--- src/rtl/fpu_pkg.sv ---
// Shared definitions for the floating-point multiplier back end:
// rounding-mode encoding, exponent bias and limit, and the canonical
// infinity / max-finite magnitudes of the default binary32 format.
package fpu_pkg;

    localparam int FPU_EXP_W   = 8;
    localparam int FPU_MANT_W  = 23;
    localparam int FPU_BIAS    = (1 << (FPU_EXP_W - 1)) - 1;
    localparam int FPU_EXP_MAX = (1 << FPU_EXP_W) - 1;

    // Magnitudes exclude the sign bit; the sign is prepended at pack time.
    localparam logic [FPU_EXP_W+FPU_MANT_W-1:0] FPU_INF_MAG =
        {{FPU_EXP_W{1'b1}}, {FPU_MANT_W{1'b0}}};
    localparam logic [FPU_EXP_W+FPU_MANT_W-1:0] FPU_MAXFIN_MAG =
        {{(FPU_EXP_W-1){1'b1}}, 1'b0, {FPU_MANT_W{1'b1}}};

    typedef enum logic [1:0] {
        RM_RNE = 2'b00,
        RM_RTZ = 2'b01,
        RM_RUP = 2'b10,
        RM_RDN = 2'b11
    } rmode_e;

endpackage

--- src/rtl/fpu_round_incr.sv ---
// Rounding increment decision: given the mode, result sign and the
// lsb/guard/sticky bits of a normalized significand, decide whether the
// truncated fraction must be incremented by one ulp.
module fpu_round_incr
    import fpu_pkg::*;
(
    input  rmode_e i_mode,
    input  logic   i_sign,
    input  logic   i_lsb,
    input  logic   i_guard,
    input  logic   i_sticky,
    output logic   o_incr
);

    // Directed modes only round away from zero when the discarded bits are nonzero
    // and the direction agrees with the sign; nearest-even breaks ties on the lsb.
    always_comb begin
        o_incr = 1'b0;
        case (i_mode)
            RM_RNE:  o_incr = i_guard && (i_sticky || i_lsb);
            RM_RTZ:  o_incr = 1'b0;
            RM_RUP:  o_incr = !i_sign && (i_guard || i_sticky);
            RM_RDN:  o_incr = i_sign && (i_guard || i_sticky);
            default: o_incr = 1'b0;
        endcase
    end

endmodule

--- src/rtl/fpu_mul_round.sv ---
// Normalize/round/pack back end of a floating-point multiplier.
// Two-stage valid/ready pipeline: S1 normalizes the raw significand product
// and extracts guard/sticky, S2 rounds, detects overflow/underflow and packs.
// Format constants come from fpu_pkg, so EXP_W/MANT_W must match that format.
// Build option: define FPU_ROUND_MODES_EN to honour all four rounding modes;
// without it rmode is masked to zero and round-to-nearest-even is always used.
module fpu_mul_round
    import fpu_pkg::*;
#(
    parameter int EXP_W  = FPU_EXP_W,
    parameter int MANT_W = FPU_MANT_W
) (
    input  logic                    CLK,
    input  logic                    RST,
    input  logic                    in_valid,
    output logic                    in_ready,
    input  logic                    sign_in,
    input  logic [EXP_W+1:0]        exp_in,
    input  logic [2*MANT_W+1:0]     mant_in,
    input  logic [1:0]              rmode,
    output logic                    out_valid,
    input  logic                    out_ready,
    output logic [EXP_W+MANT_W:0]   result,
    output logic                    overflow,
    output logic                    underflow,
    output logic                    inexact
);

    localparam int PW  = 2*MANT_W + 2;
    localparam int MSB = PW - 1;
    localparam int EW  = EXP_W + 3;

    localparam logic signed [EW-1:0] EXP_MAX_S  = EW'(FPU_EXP_MAX);
    localparam logic signed [EW-1:0] EXP_ZERO_S = '0;

`ifdef FPU_ROUND_MODES_EN
    localparam logic [1:0] RMODE_MASK = 2'b11;
`else
    localparam logic [1:0] RMODE_MASK = 2'b00;
`endif

    logic                   w_s1Adv;
    logic                   w_s2Adv;
    logic                   w_top;
    logic [MANT_W-1:0]      w_s1Frac;
    logic                   w_s1Guard;
    logic                   w_s1Sticky;
    logic signed [EW-1:0]   w_s1Exp;

    logic                   r_s1Valid;
    logic                   r_s1Sign;
    logic signed [EW-1:0]   r_s1Exp;
    logic [MANT_W-1:0]      r_s1Frac;
    logic                   r_s1Guard;
    logic                   r_s1Sticky;
    rmode_e                 r_s1Mode;

    logic                   w_incr;
    logic                   w_carry;
    logic [MANT_W-1:0]      w_fracRnd;
    logic signed [EW-1:0]   w_expFin;
    logic                   w_ovf;
    logic                   w_unf;
    logic [EXP_W+MANT_W-1:0] w_ovfMag;
    logic [EXP_W+MANT_W:0]  w_packed;
    logic                   w_inexact;

    logic                   r_outValid;
    logic [EXP_W+MANT_W:0]  r_result;
    logic                   r_overflow;
    logic                   r_underflow;
    logic                   r_inexact;

    assign w_s2Adv  = out_ready || !r_outValid;
    assign w_s1Adv  = w_s2Adv || !r_s1Valid;
    assign in_ready = w_s1Adv;

    // Normalize: a product in [2,4) drops one more bit and bumps the exponent.
    always_comb begin
        w_top = mant_in[MSB];
        if (w_top) begin
            w_s1Frac   = mant_in[MSB-1:MANT_W+1];
            w_s1Guard  = mant_in[MANT_W];
            w_s1Sticky = |mant_in[MANT_W-1:0];
        end else begin
            w_s1Frac   = mant_in[MSB-2:MANT_W];
            w_s1Guard  = mant_in[MANT_W-1];
            w_s1Sticky = |mant_in[MANT_W-2:0];
        end
        w_s1Exp = {exp_in[EXP_W+1], exp_in} + EW'(w_top);
    end

    // Stage-1 register: captures the normalized operand whenever S1 may advance.
    always_ff @(posedge CLK or negedge RST) begin
        if (!RST) begin
            r_s1Valid  <= 1'b0;
            r_s1Sign   <= 1'b0;
            r_s1Exp    <= '0;
            r_s1Frac   <= '0;
            r_s1Guard  <= 1'b0;
            r_s1Sticky <= 1'b0;
            r_s1Mode   <= RM_RNE;
        end else if (w_s1Adv) begin
            r_s1Valid <= in_valid;
            if (in_valid) begin
                r_s1Sign   <= sign_in;
                r_s1Exp    <= w_s1Exp;
                r_s1Frac   <= w_s1Frac;
                r_s1Guard  <= w_s1Guard;
                r_s1Sticky <= w_s1Sticky;
                r_s1Mode   <= rmode_e'(rmode & RMODE_MASK);
            end
        end
    end

    fpu_round_incr u_roundIncr (
        .i_mode   (r_s1Mode),
        .i_sign   (r_s1Sign),
        .i_lsb    (r_s1Frac[0]),
        .i_guard  (r_s1Guard),
        .i_sticky (r_s1Sticky),
        .o_incr   (w_incr)
    );

    // The integer bit is always one, so a carry out of the fraction means the
    // significand wrapped to 1.000..0 and the exponent must absorb it.
    assign {w_carry, w_fracRnd} = {1'b0, r_s1Frac} + (MANT_W+1)'(w_incr);
    assign w_expFin = r_s1Exp + EW'(w_carry);
    assign w_ovf    = (w_expFin >= EXP_MAX_S);
    assign w_unf    = (w_expFin <= EXP_ZERO_S);

    // Pack the rounded value, substituting the mode-dependent overflow value or a signed zero.
    always_comb begin
        w_ovfMag = FPU_INF_MAG;
        case (r_s1Mode)
            RM_RNE:  w_ovfMag = FPU_INF_MAG;
            RM_RTZ:  w_ovfMag = FPU_MAXFIN_MAG;
            RM_RUP:  w_ovfMag = r_s1Sign ? FPU_MAXFIN_MAG : FPU_INF_MAG;
            RM_RDN:  w_ovfMag = r_s1Sign ? FPU_INF_MAG : FPU_MAXFIN_MAG;
            default: w_ovfMag = FPU_INF_MAG;
        endcase
        w_packed = {r_s1Sign, w_expFin[EXP_W-1:0], w_fracRnd};
        if (w_ovf) begin
            w_packed = {r_s1Sign, w_ovfMag};
        end else if (w_unf) begin
            w_packed = {r_s1Sign, {(EXP_W+MANT_W){1'b0}}};
        end
        w_inexact = r_s1Guard || r_s1Sticky || w_ovf || w_unf;
    end

    // Output register: holds the result steady while the consumer stalls.
    always_ff @(posedge CLK or negedge RST) begin
        if (!RST) begin
            r_outValid  <= 1'b0;
            r_result    <= '0;
            r_overflow  <= 1'b0;
            r_underflow <= 1'b0;
            r_inexact   <= 1'b0;
        end else if (w_s2Adv) begin
            r_outValid <= r_s1Valid;
            if (r_s1Valid) begin
                r_result    <= w_packed;
                r_overflow  <= w_ovf;
                r_underflow <= w_unf;
                r_inexact   <= w_inexact;
            end
        end
    end

    assign out_valid = r_outValid;
    assign result    = r_result;
    assign overflow  = r_overflow;
    assign underflow = r_underflow;
    assign inexact   = r_inexact;

endmodule

--- config.mk ---
export PLATFORM = sky130hd
export DESIGN_NAME = fpu_mul_round
export DESIGN_NICKNAME = d
export VERILOG_FILES = /design/src/rtl/fpu_pkg.sv /design/src/rtl/fpu_round_incr.sv /design/src/rtl/fpu_mul_round.sv
export SDC_FILE = /design/constraint.sdc
export NUM_CORES = 1
export LEC_CHECK = 0
export BUFFER_PORTS_ARGS = -buffer_cell sky130_fd_sc_hd__buf_2
export CELL_PAD_IN_SITES_DETAIL_PLACEMENT = 0
export CELL_PAD_IN_SITES_GLOBAL_PLACEMENT = 1
export CORE_ASPECT_RATIO = 1.1
export CORE_MARGIN = 3
export CORE_UTILIZATION = 30
export DETAILED_ROUTE_END_ITERATION = 10
export GPL_TIMING_DRIVEN = 0
export PLACE_DENSITY_LB_ADDON = 0.2
export SYNTH_ARGS = -nofsm -noshare
export SYNTH_HDL_FRONTEND = slang
export SYNTH_HIERARCHICAL = 1
export SYNTH_SLANG_ARGS = --single-unit
--- constraint.sdc ---
create_clock -name CLK -period 5 [get_ports CLK]
set_input_delay 0.5 -clock CLK [delete_from_list [all_inputs] [get_ports CLK]]
set_output_delay 0.5 -clock CLK [all_outputs]
set_load 0.01 [all_outputs]
==> results of run 1 <==
-- cell usage in the layout, fill, tap and decap left out, drive strengths merged, types with 2 or more instances in the layout --
| master | synthesis | routed |
|---|---|---|
| a211oi | 3 | 3 |
| a21oi | 10 | 10 |
| a31oi | 4 | 4 |
| and2 | 2 | 2 |
| and3 | 6 | 6 |
| and4 | 5 | 5 |
| buf | 11 | 111 |
| clkbuf | 22 | 36 |
| clkinv | 0 | 2 |
| conb | 1 | 4 |
| dfrtp | 74 | 74 |
| ha | 6 | 6 |
| mux2 | 3 | 3 |
| mux2i | 25 | 25 |
| nand2 | 86 | 86 |
| nand2b | 3 | 3 |
| nand3 | 18 | 18 |
| nand3b | 3 | 3 |
| nand4 | 17 | 17 |
| nor2 | 13 | 13 |
| nor3 | 6 | 6 |
| nor4 | 8 | 8 |
| o21ai | 38 | 38 |
| o31ai | 12 | 12 |
| o41ai | 13 | 13 |
| or2 | 2 | 2 |
| or3 | 2 | 2 |
| xnor2 | 13 | 13 |
| xor2 | 25 | 25 |
-- power groups by stage --
stage | clock [mW] | combinational, mW | sequential [mW]
6_report | 0.607 | 0.388 | 0.773
5_1_grt | 0.643 | 0.438 | 0.788
2_1_floorplan | 0 | 0.217 | 0.783
3_3_place_gp | 0 | 0.385 | 0.781
3_5_place_dp | 0 | 0.393 | 0.784
4_1_cts | 0.623 | 0.394 | 0.773
-- state kept, by name, summed over array words and instances (netlist names) --
| signal | count |
|---|---|
| overflow | 1 |
| r_s1Sticky | 1 |
| r_s1Frac | 23 |
| r_s1Valid | 1 |
| r_s1Guard | 1 |
| r_s1Exp | 11 |
| out_valid | 1 |
| underflow | 1 |
| r_s1Sign | 1 |
| inexact | 1 |
| result | 32 |
-- cells by family after synthesis --
family | Yosys count | synth area share [%]
AO/OA/AOI/OAI | 90 | 14.1
XOR/XNOR | 38 | 8.08
adder cells (fa/ha/maj) | 6 | 1.82
buffers and inverters | 33 | 3.52
flip-flops | 74 | 44.9
multiplexers | 28 | 6.89
other | 1 | 0.0910
AND/OR/NAND/NOR | 173 | 20.5
-- area by class of cell --
type	instances	area (um^2)
Buffer	33	145
Clock buffer	14	274
Clock inverter	2	10.0
Fill cell	1408	8160
Multi-Input combinational cell	339	2130
Sequential cell	74	1850
Tap cell	184	230
Timing Repair Buffer	100	518
-- worst paths after layout --
path / start / end / slack (ns) / cells past startpoint
hold / removal: RST / result[10]$_DFFE_PN0P_ / 0.11 / 1
min in group CLK: in_valid / r_s1Valid$_DFFE_PN0N_ / 0.38 / 2
max in group asynchronous: RST / r_s1Exp[4]$_DFFE_PN0P_ / 4.32 / 2
hold reg to reg: result[12]$_DFFE_PN0P_ / result[12]$_DFFE_PN0P_ / 0.47 / 2
setup reg to reg: r_s1Guard$_DFFE_PN0P_ / result[16]$_DFFE_PN0P_ / 1.03 / 12
setup / recovery: r_s1Guard$_DFFE_PN0P_ / result[16]$_DFFE_PN0P_ / 1.03 / 12
-- through the flow --
step           total power, mW  worst slack (ns)  hold slack, ns  cell area, um^2
6_report                  1.77              1.03           0.106             5160
5_1_grt                   1.87             0.647           0.134             5160
4_1_cts                   1.79             0.979           0.114             5160
3_5_place_dp              1.18             0.987           0.459             4880
3_3_place_gp              1.17              1.06           0.456             4860
2_1_floorplan             1.00              1.71           0.204             4130
-- routing by layer --
| metal | GRT usage, % | vias to the layer above |
|---|---|---|
| li1 | - | 1827 |
| met1 | 20.7 | 1693 |
| met2 | 23.0 | 96 |
| met3 | 3.08 | 11 |
| met4 | 4.55 | 0 |
| met5 | 0 | - |
==> impl_metrics.yaml, run 1 <==
sta:
  fin_skew_ns: 0.00512
  min_period_ns: 3.97
  setup_viol: 0
  setup_tns_ns: 0
  fin_crit_sh_pct: 79.5
  finalHoldViolCount: 0
  timing.fmax_ghz: 0.252
  drv_slew: 0
  tightest_slew_ns: 0.681
  grt_setup_unrepaired: "false"
  slew_headroom_pct: 54.6
placed_design:
  place.gp.congestion: 0.795
  dpl.cell_count: 730
  io_buffers: 99
  place_hpwl_mm: 8.92
global_route:
  grt_pass1_wl_mm: 18.1
  antenna_found_initial: 0
  grt.overflow.total: 0
  grt_max_degree: 44
  gr-usage-all-layers_pct: 14.7
  grt_pass1_vias: 3492
flow_run:
  cap_violations: 0
detailed_routing:
  drc: 0
  wl_mm: 11.1
  met1Wirelength_mm: 5.56
  dr_wl_met3_um: 511
  post_drt_wl_per_cell_um: 14.9
  vias_per_cell: 4.86
  dr_wl_met2_mm: 4.87
  drtAntennaViolNets: 0
  routed.top_layer: "met4"
  num_vias: 3627
  drt-pass1-iter-count: 4
  drtIter0Drc: 156
layout:
  layout-drive-gt1-share_pct: 23.8
  fin_cells: 746
  nets: 628
  fin_util_pct: 38.8
  antennaDiodeCount: 0
  syn_to_final_growth_pct: 25.3
worst_setup_path:
  end_kind: "register"
  cp.required_ns: 5.23
  critPathLaunchType: "register"
  cp_num_buf_inv: 0
  path_cells: "a21oi_1 -> nor3_2 -> ha_1 -> nand3_1 -> nor4_1 -> and3_1 -> ha_1 -> nand4_2 -> o31a_1 -> nor3_2 -> o21ai_1 -> o31ai_1"
  path_class: "register to register"
  worst_path_max_delay_cell: "nor3_2"
  path_max_fanout: 8
  slowest_delay_ns: 0.52
  cp_data_arrival_time_ns: 4.20
  crit_family: "simple AND/OR/NAND/NOR gates"
synth:
  synth_async_sr_flop_share_pct: 100
  synth_top_area_share_pct: 44.9
  ys_seq_area_share_pct: 44.9
  synth_edf_count: 0
  ys.flop_type: "dfrtp_1"
  yosys_warnings: 6
  ys_top_cells_by_area: "dfrtp_1, nand2_1, mux2i_1"
  synthesis.instances: 443
  synthDistinctLibCells: 48
  yosysTopAreaCell: "dfrtp_1"
  yosysMostFrequentCell: "nand2_1"
  synth_commonest_cells: "nand2_1, dfrtp_1, o21ai_0"
  syn_area_um2: 4120
  synth_area_per_cell_um2: 9.30
  ys_ff_latch: 74
pwr:
  switching_share_pct: 30.6
  combPwrFrac_pct: 21.9
  p_per_area_nw_per_um2: 342
  switchingPower_mw: 0.541
  clock_power_share_pct: 34.3
  p_leak_nw: 2.32
  peakVddDrop_mv: 0.171
  sequentialPowerShare_pct: 43.7
  p_int_mw: 1.23
cts:
  clock-sinks: 74
  root_buffer: "clkbuf_16"
  cts_tree: "done"
  cts_max_path_buffers: 2
  cts_buffers: 9
  ctsHoldBuffers: 0
  htreeDepth: 3
  cts_setup_buffers: 0
  clk_pin_slew_worst_paths_ns: 0.05
  cts_resized: 0
  worstSkewPairLatency_ns: 0.33
run_status:
  outcome: "completed"
die:
  start_util_pct: 30.9
  core_um2: 13300
  die_h_um: 129
  die_area_um2: 15200
  ios: 102
  fp.dieW_um: 118
  placementRows: 44
worst_hold_path:
  min_path_type: "primary input to asynchronous set/reset pin"
No activity file was read; power rests on OpenSTA's default activity.
==> run 2, diff against run 1 <==
clock period = 3.4 ns   (was 5 ns; I/O delays follow)
==> run 2 against run 1 <==
Effect of this change: via count grew 1.3%; clock skew is essentially flat; largest cell class unchanged; first-iteration DRC count shrank 21%; largest power group unchanged.
==> impl_metrics.yaml, run 2 (synthesized netlist as in run 1, its figures left out) <==
worst_setup_path:
  path_class: "register to register"
  reg2reg_slack_ns: 0.17
  cp.required_ns: 3.62
  cp_data_arrival_time_ns: 3.44
  end_kind: "register"
  r2r_start: "r_s1Guard$_DFFE_PN0P_"
  worst_r2r_path_depth: 13
  critPathLaunchType: "register"
  path_max_fanout: 8
  reg2reg_to: "inexact$_DFFE_PN0P_"
cts:
  cts_max_path_buffers: 2
  clk_pin_slew_worst_paths_ns: 0.06
  worstSkewPairLatency_ns: 0.33
  cts_tree: "done"
  root_buffer: "clkbuf_16"
  cts_buffers: 9
  clock-sinks: 74
  htreeDepth: 3
placed_design:
  place_hpwl_mm: 8.92
  place.gp.congestion: 0.795
  dpl.cell_count: 730
  io_buffers: 99
die:
  placementRows: 44
  die_area_um2: 15200
  die_h_um: 129
  ios: 102
  core_um2: 13300
  start_util_pct: 30.9
  fp.dieW_um: 118
layout:
  fin_cells: 754
  largest_reg_flops: 32
  final_cell_mix: "buf_2, nand2_1, dfrtp_1"
  layout_commonest_cell: "buf_2"
  layout-drive-gt1-share_pct: 28.4
  nets: 636
  syn_to_final_growth_pct: 30.7
  antennaDiodeCount: 0
sta:
  timing.fmax_ghz: 0.310
  drv_slew: 0
  hold_slack_ns: 0.218
  setup_viol: 0
  tightest_slew_ns: 0.681
  fin_crit_sh_pct: 95.0
  slew_headroom_pct: 54.6
  finalHoldViolCount: 0
  min_period_ns: 3.23
  fin_skew_ns: 0.00553
global_route:
  antenna_found_initial: 0
  grt_max_degree: 44
  grt_pass1_vias: 3548
  gr-usage-all-layers_pct: 14.9
  grt.overflow.total: 0
  grt_pass1_wl_mm: 18.3
worst_hold_path:
  whs_path_depth: 2
  min_path_type: "primary input to register"
  hold_path_end: "r_s1Valid$_DFFE_PN0N_"
  min-delay-start: "in_valid"
run_status:
  outcome: "completed"
detailed_routing:
  drtIter0Drc: 123
  post_drt_wl_per_cell_um: 15.0
  drt-pass1-iter-count: 4
  num_vias: 3675
  vias_per_cell: 4.87
  wl_mm: 11.3
  drc: 0
  drtAntennaViolNets: 0
pwr:
  peakVddDrop_mv: 0.254
  p_per_area_nw_per_um2: 492
  p_leak_nw: 2.42
flow_run:
  cap_violations: 0
-- run 2: changes by cell type in the layout (fill, tap and decap cells not counted), moves of 4 or more --
cell and delta:
buf_2 -4, o41ai_1 -7, o41ai_2 +7, buf_4 +11, clkbuf_1 -4
-- run 2: worst max-delay path: stages, from the launching register on --
cell and delay, ns:
dfrtp_1 0.39, a21oi_1 0.07, nor3_2 0.15, ha_2 0.21
nand3_2 0.08, nor4_4 0.19, and3_4 0.26, ha_4 0.16
nand4_4 0.12, o31a_1 0.34, or3_1 0.39, buf_6 0.15
or3_1 0.30, o32a_1 0.29
-- run 2: metal layers --
metal	track usage [%]	share of wire, %	up-vias
met4	4.55	1.3	0
met2	23.4	44	98
met5	0	0	-
met1	20.8	50	1725
li1	-	-	1841
met3	3.08	4.6	11
-- run 2: per-stage QoR --
stage / cell area (um^2) / TNS (ns) / util, % / worst slack (ns) / power, mW
2_1_floorplan: 4130 / 0 / - / 0.112 / 1.47
3_3_place_gp: 4860 / -12.45 / 36.5 / -0.538 / 1.71
3_5_place_dp: 4880 / -14.11 / 36.6 / -0.613 / 1.73
4_1_cts: 5250 / 0 / 39.4 / 0.00330 / 2.65
5_1_grt: 5380 / -0.0000602 / 40.4 / -0.0000602 / 2.80
6_report: 5380 / 0 / 40.4 / 0.171 / 2.65
-- run 2: report_power, final --
group | internal (mW) | switching, mW | total, mW
Sequential | 1.02 | 0.129 | 1.14
Combinational | 0.263 | 0.349 | 0.611
Clock | 0.551 | 0.341 | 0.893
Total | 1.83 | 0.819 | 2.65
-- run 2: worst max path at each step --
stage | slack, ns | endpoint | start
2_1_floorplan | 0.11 | inexact$_DFFE_PN0P_ | r_s1Guard$_DFFE_PN0P_
3_3_place_gp | -0.54 | result[15]$_DFFE_PN0P_ | r_s1Sticky$_DFFE_PN0P_
3_5_place_dp | -0.61 | result[16]$_DFFE_PN0P_ | r_s1Guard$_DFFE_PN0P_
4_1_cts | 0.003 | result[0]$_DFFE_PN0P_ | r_s1Guard$_DFFE_PN0P_
5_1_grt | -0.00006 | result[13]$_DFFE_PN0P_ | r_s1Guard$_DFFE_PN0P_
6_report | 0.17 | inexact$_DFFE_PN0P_ | r_s1Guard$_DFFE_PN0P_
-- run 2: timing repair --
item,4_1_cts,5_1_grt
buffers inserted,3,7
hold buffers,1,0
resized for setup,13,18
endpoints found under the setup margin,32,28
endpoints found under the hold margin,31,0
pin swaps,3,6
-- run 2: area by class of cell --
| type | instances | area [um^2] |
|---|---|---|
| multi-input cells | 339 | 2270 |
| flip-flops and latches | 74 | 1850 |
| repair buffers | 111 | 603 |
| well taps | 184 | 230 |
| clock buffers | 14 | 274 |
| clock inverters | 2 | 10.0 |
| fillers | 1391 | 7940 |
| plain buffers | 30 | 149 |
==> run 3, diff against run 2 <==
CELL_PAD_IN_SITES_GLOBAL_PLACEMENT = 2   (was 1)
CORE_MARGIN = default   (was 3)
CORE_UTILIZATION = 29   (was 30)
==> run 3 against run 2 <==
Effect of this change: clock power up 20%; worst setup slack worse by 0.020 ns; hold slack worse by 0.0016 ns; sequential cell count unchanged; register-to-register slack worse by 0.02 ns; sequential power about the same; largest power group unchanged.
==> impl_metrics.yaml, run 3 (synthesized netlist as in run 1, its figures left out) <==
run_status:
  outcome: "completed"
layout:
  antennaDiodeCount: 0
  nets: 632
  fin_cells: 754
  layout-drive-gt1-share_pct: 29.2
  final_cell_mix: "buf_2, nand2_1, dfrtp_1"
  layout_commonest_cell: "buf_2"
  largest_reg_flops: 32
  fin_util_pct: 39.4
  syn_to_final_growth_pct: 32.6
global_route:
  grt.overflow.total: 0
  grt_pass1_wl_mm: 18.9
  antenna_found_initial: 0
  grt_pass1_vias: 3667
  gr-usage-all-layers_pct: 16.9
  grt_max_degree: 45
detailed_routing:
  num_vias: 3620
  drc: 0
  drtIter0Drc: 125
  vias_per_cell: 4.80
  post_drt_wl_per_cell_um: 15.4
  drtAntennaViolNets: 0
  wl_mm: 11.6
  drt-pass1-iter-count: 4
worst_setup_path:
  reg2reg_to: "inexact$_DFFE_PN0P_"
  reg2reg_slack_ns: 0.15
  cp.required_ns: 3.62
  crit_end: "inexact$_DFFE_PN0P_"
  cp_data_arrival_time_ns: 3.47
  end_kind: "register"
  cpMostUsedCell: "or3_1"
  cp-startpoint: "r_s1Sticky$_DFFE_PN0P_"
  slowest_delay_ns: 0.39
  path_class: "register to register"
  path_cells: "nor3_1 -> nor3_2 -> ha_2 -> nand3_2 -> nor4_4 -> and3_4 -> ha_4 -> nand4_4 -> o31a_1 -> or3_1 -> buf_6 -> or3_1 -> o32a_1"
  path_max_fanout: 8
  worst_path_max_delay_cell: "dfrtp_1"
  worst_r2r_path_depth: 13
  critPathLaunchType: "register"
  r2r_start: "r_s1Sticky$_DFFE_PN0P_"
sta:
  setup_viol: 0
  min_period_ns: 3.25
  fin_crit_sh_pct: 95.6
  slew_headroom_pct: 45.0
  timing.fmax_ghz: 0.308
  hold_slack_ns: 0.216
  fin_skew_ns: 0.00713
  grt_setup_unrepaired: "true"
  drv_slew: 0
  finalHoldViolCount: 0
  setup_tns_ns: 0
  setup_slack_ns: 0.150
  tightest_slew_ns: 0.818
cts:
  worstSkewPairLatency_ns: 0.34
  clock-sinks: 74
  cts_max_path_buffers: 2
  root_buffer: "clkbuf_16"
  cts_buffers: 9
  cts_tree: "done"
  htreeDepth: 3
  clk_pin_slew_worst_paths_ns: 0.06
flow_run:
  cap_violations: 0
worst_hold_path:
  min_path_type: "primary input to register"
die:
  core_um2: 13900
  start_util_pct: 29.7
  die_area_um2: 14700
  fp.dieW_um: 116
  ios: 102
  die_h_um: 127
  placementRows: 45
placed_design:
  place_hpwl_mm: 8.88
  pre_cts_ws_ns: -0.856
  io_buffers: 99
  dpl.cell_count: 734
  place.gp.congestion: 0.755
pwr:
  p_per_area_nw_per_um2: 518
  peakVddDrop_mv: 0.193
  p_leak_nw: 2.44
==> run 3: cell count changes in the layout (fill, tap and decap cells not counted), sizes merged <==
cell	before	now
clkinvlp	0	1
bufinv	0	2
buf	119	118
clkbuf	35	30
clkinv	2	1
==> run 3: cell type report <==
type / instances / area, um^2
flip-flops and latches: 74 / 1850
multi-input cells: 339 / 2300
fillers: 1447 / 8390
well taps: 188 / 235
repair buffers: 107 / 581
plain buffers: 30 / 156
clock inverters: 4 / 72.6
clock buffers: 12 / 267
==> run 3: how the worst min path moves through the flow <==
stage	cells after the start	endpoint	from
5_1_grt	2	r_s1Valid$_DFFE_PN0N_	in_valid
4_1_cts	2	r_s1Valid$_DFFE_PN0N_	in_valid
2_1_floorplan	0	inexact$_DFFE_PN0P_	RST
6_report	2	r_s1Valid$_DFFE_PN0N_	in_valid
3_5_place_dp	1	r_s1Exp[4]$_DFFE_PN0P_	RST
3_3_place_gp	2	result[31]$_DFFE_PN0P_	result[31]$_DFFE_PN0P_
==> run 3: repair_timing <==
item,in CTS,in global routing
hold endpoints to repair,30,0
resized for setup,23,16
pin swaps,5,5
hold buffers,1,0
setup endpoints to repair,34,25
setup buffers,4,2
==> run 3: metrics by stage <==
stage               cell area, um^2  total power [mW]
finish                         5460              2.83
detailed placement             4890              1.73
CTS                            5370              2.84
global route                   5460              2.99
floorplan                      4130              1.47
global placement               4860              1.72
==> run 3: worst max-delay path, delay by kind of cell (launching register included) <==
| kind | cells | cell delay (ns) |
|---|---|---|
| simple gates | 8 | 1.59 |
| compound gates | 2 | 0.60 |
| fa+ha+maj | 2 | 0.40 |
| flops | 1 | 0.39 |
| buf+inv | 1 | 0.15 |
==> run 3: power by group <==
part	internal [mW]	switching (mW)	total, mW
registers	1.02	0.125	1.14
logic	0.261	0.357	0.618
clock network	0.701	0.369	1.07
==> run 3: layer usage <==
metal	GRT usage, %	vias to the layer above	part of all wire (%)
met4	5.88	0	1.2
met3	3.18	9	4.3
li1	-	1836	-
met1	22.9	1692	49
met2	26.9	83	45
met5	0	-	0
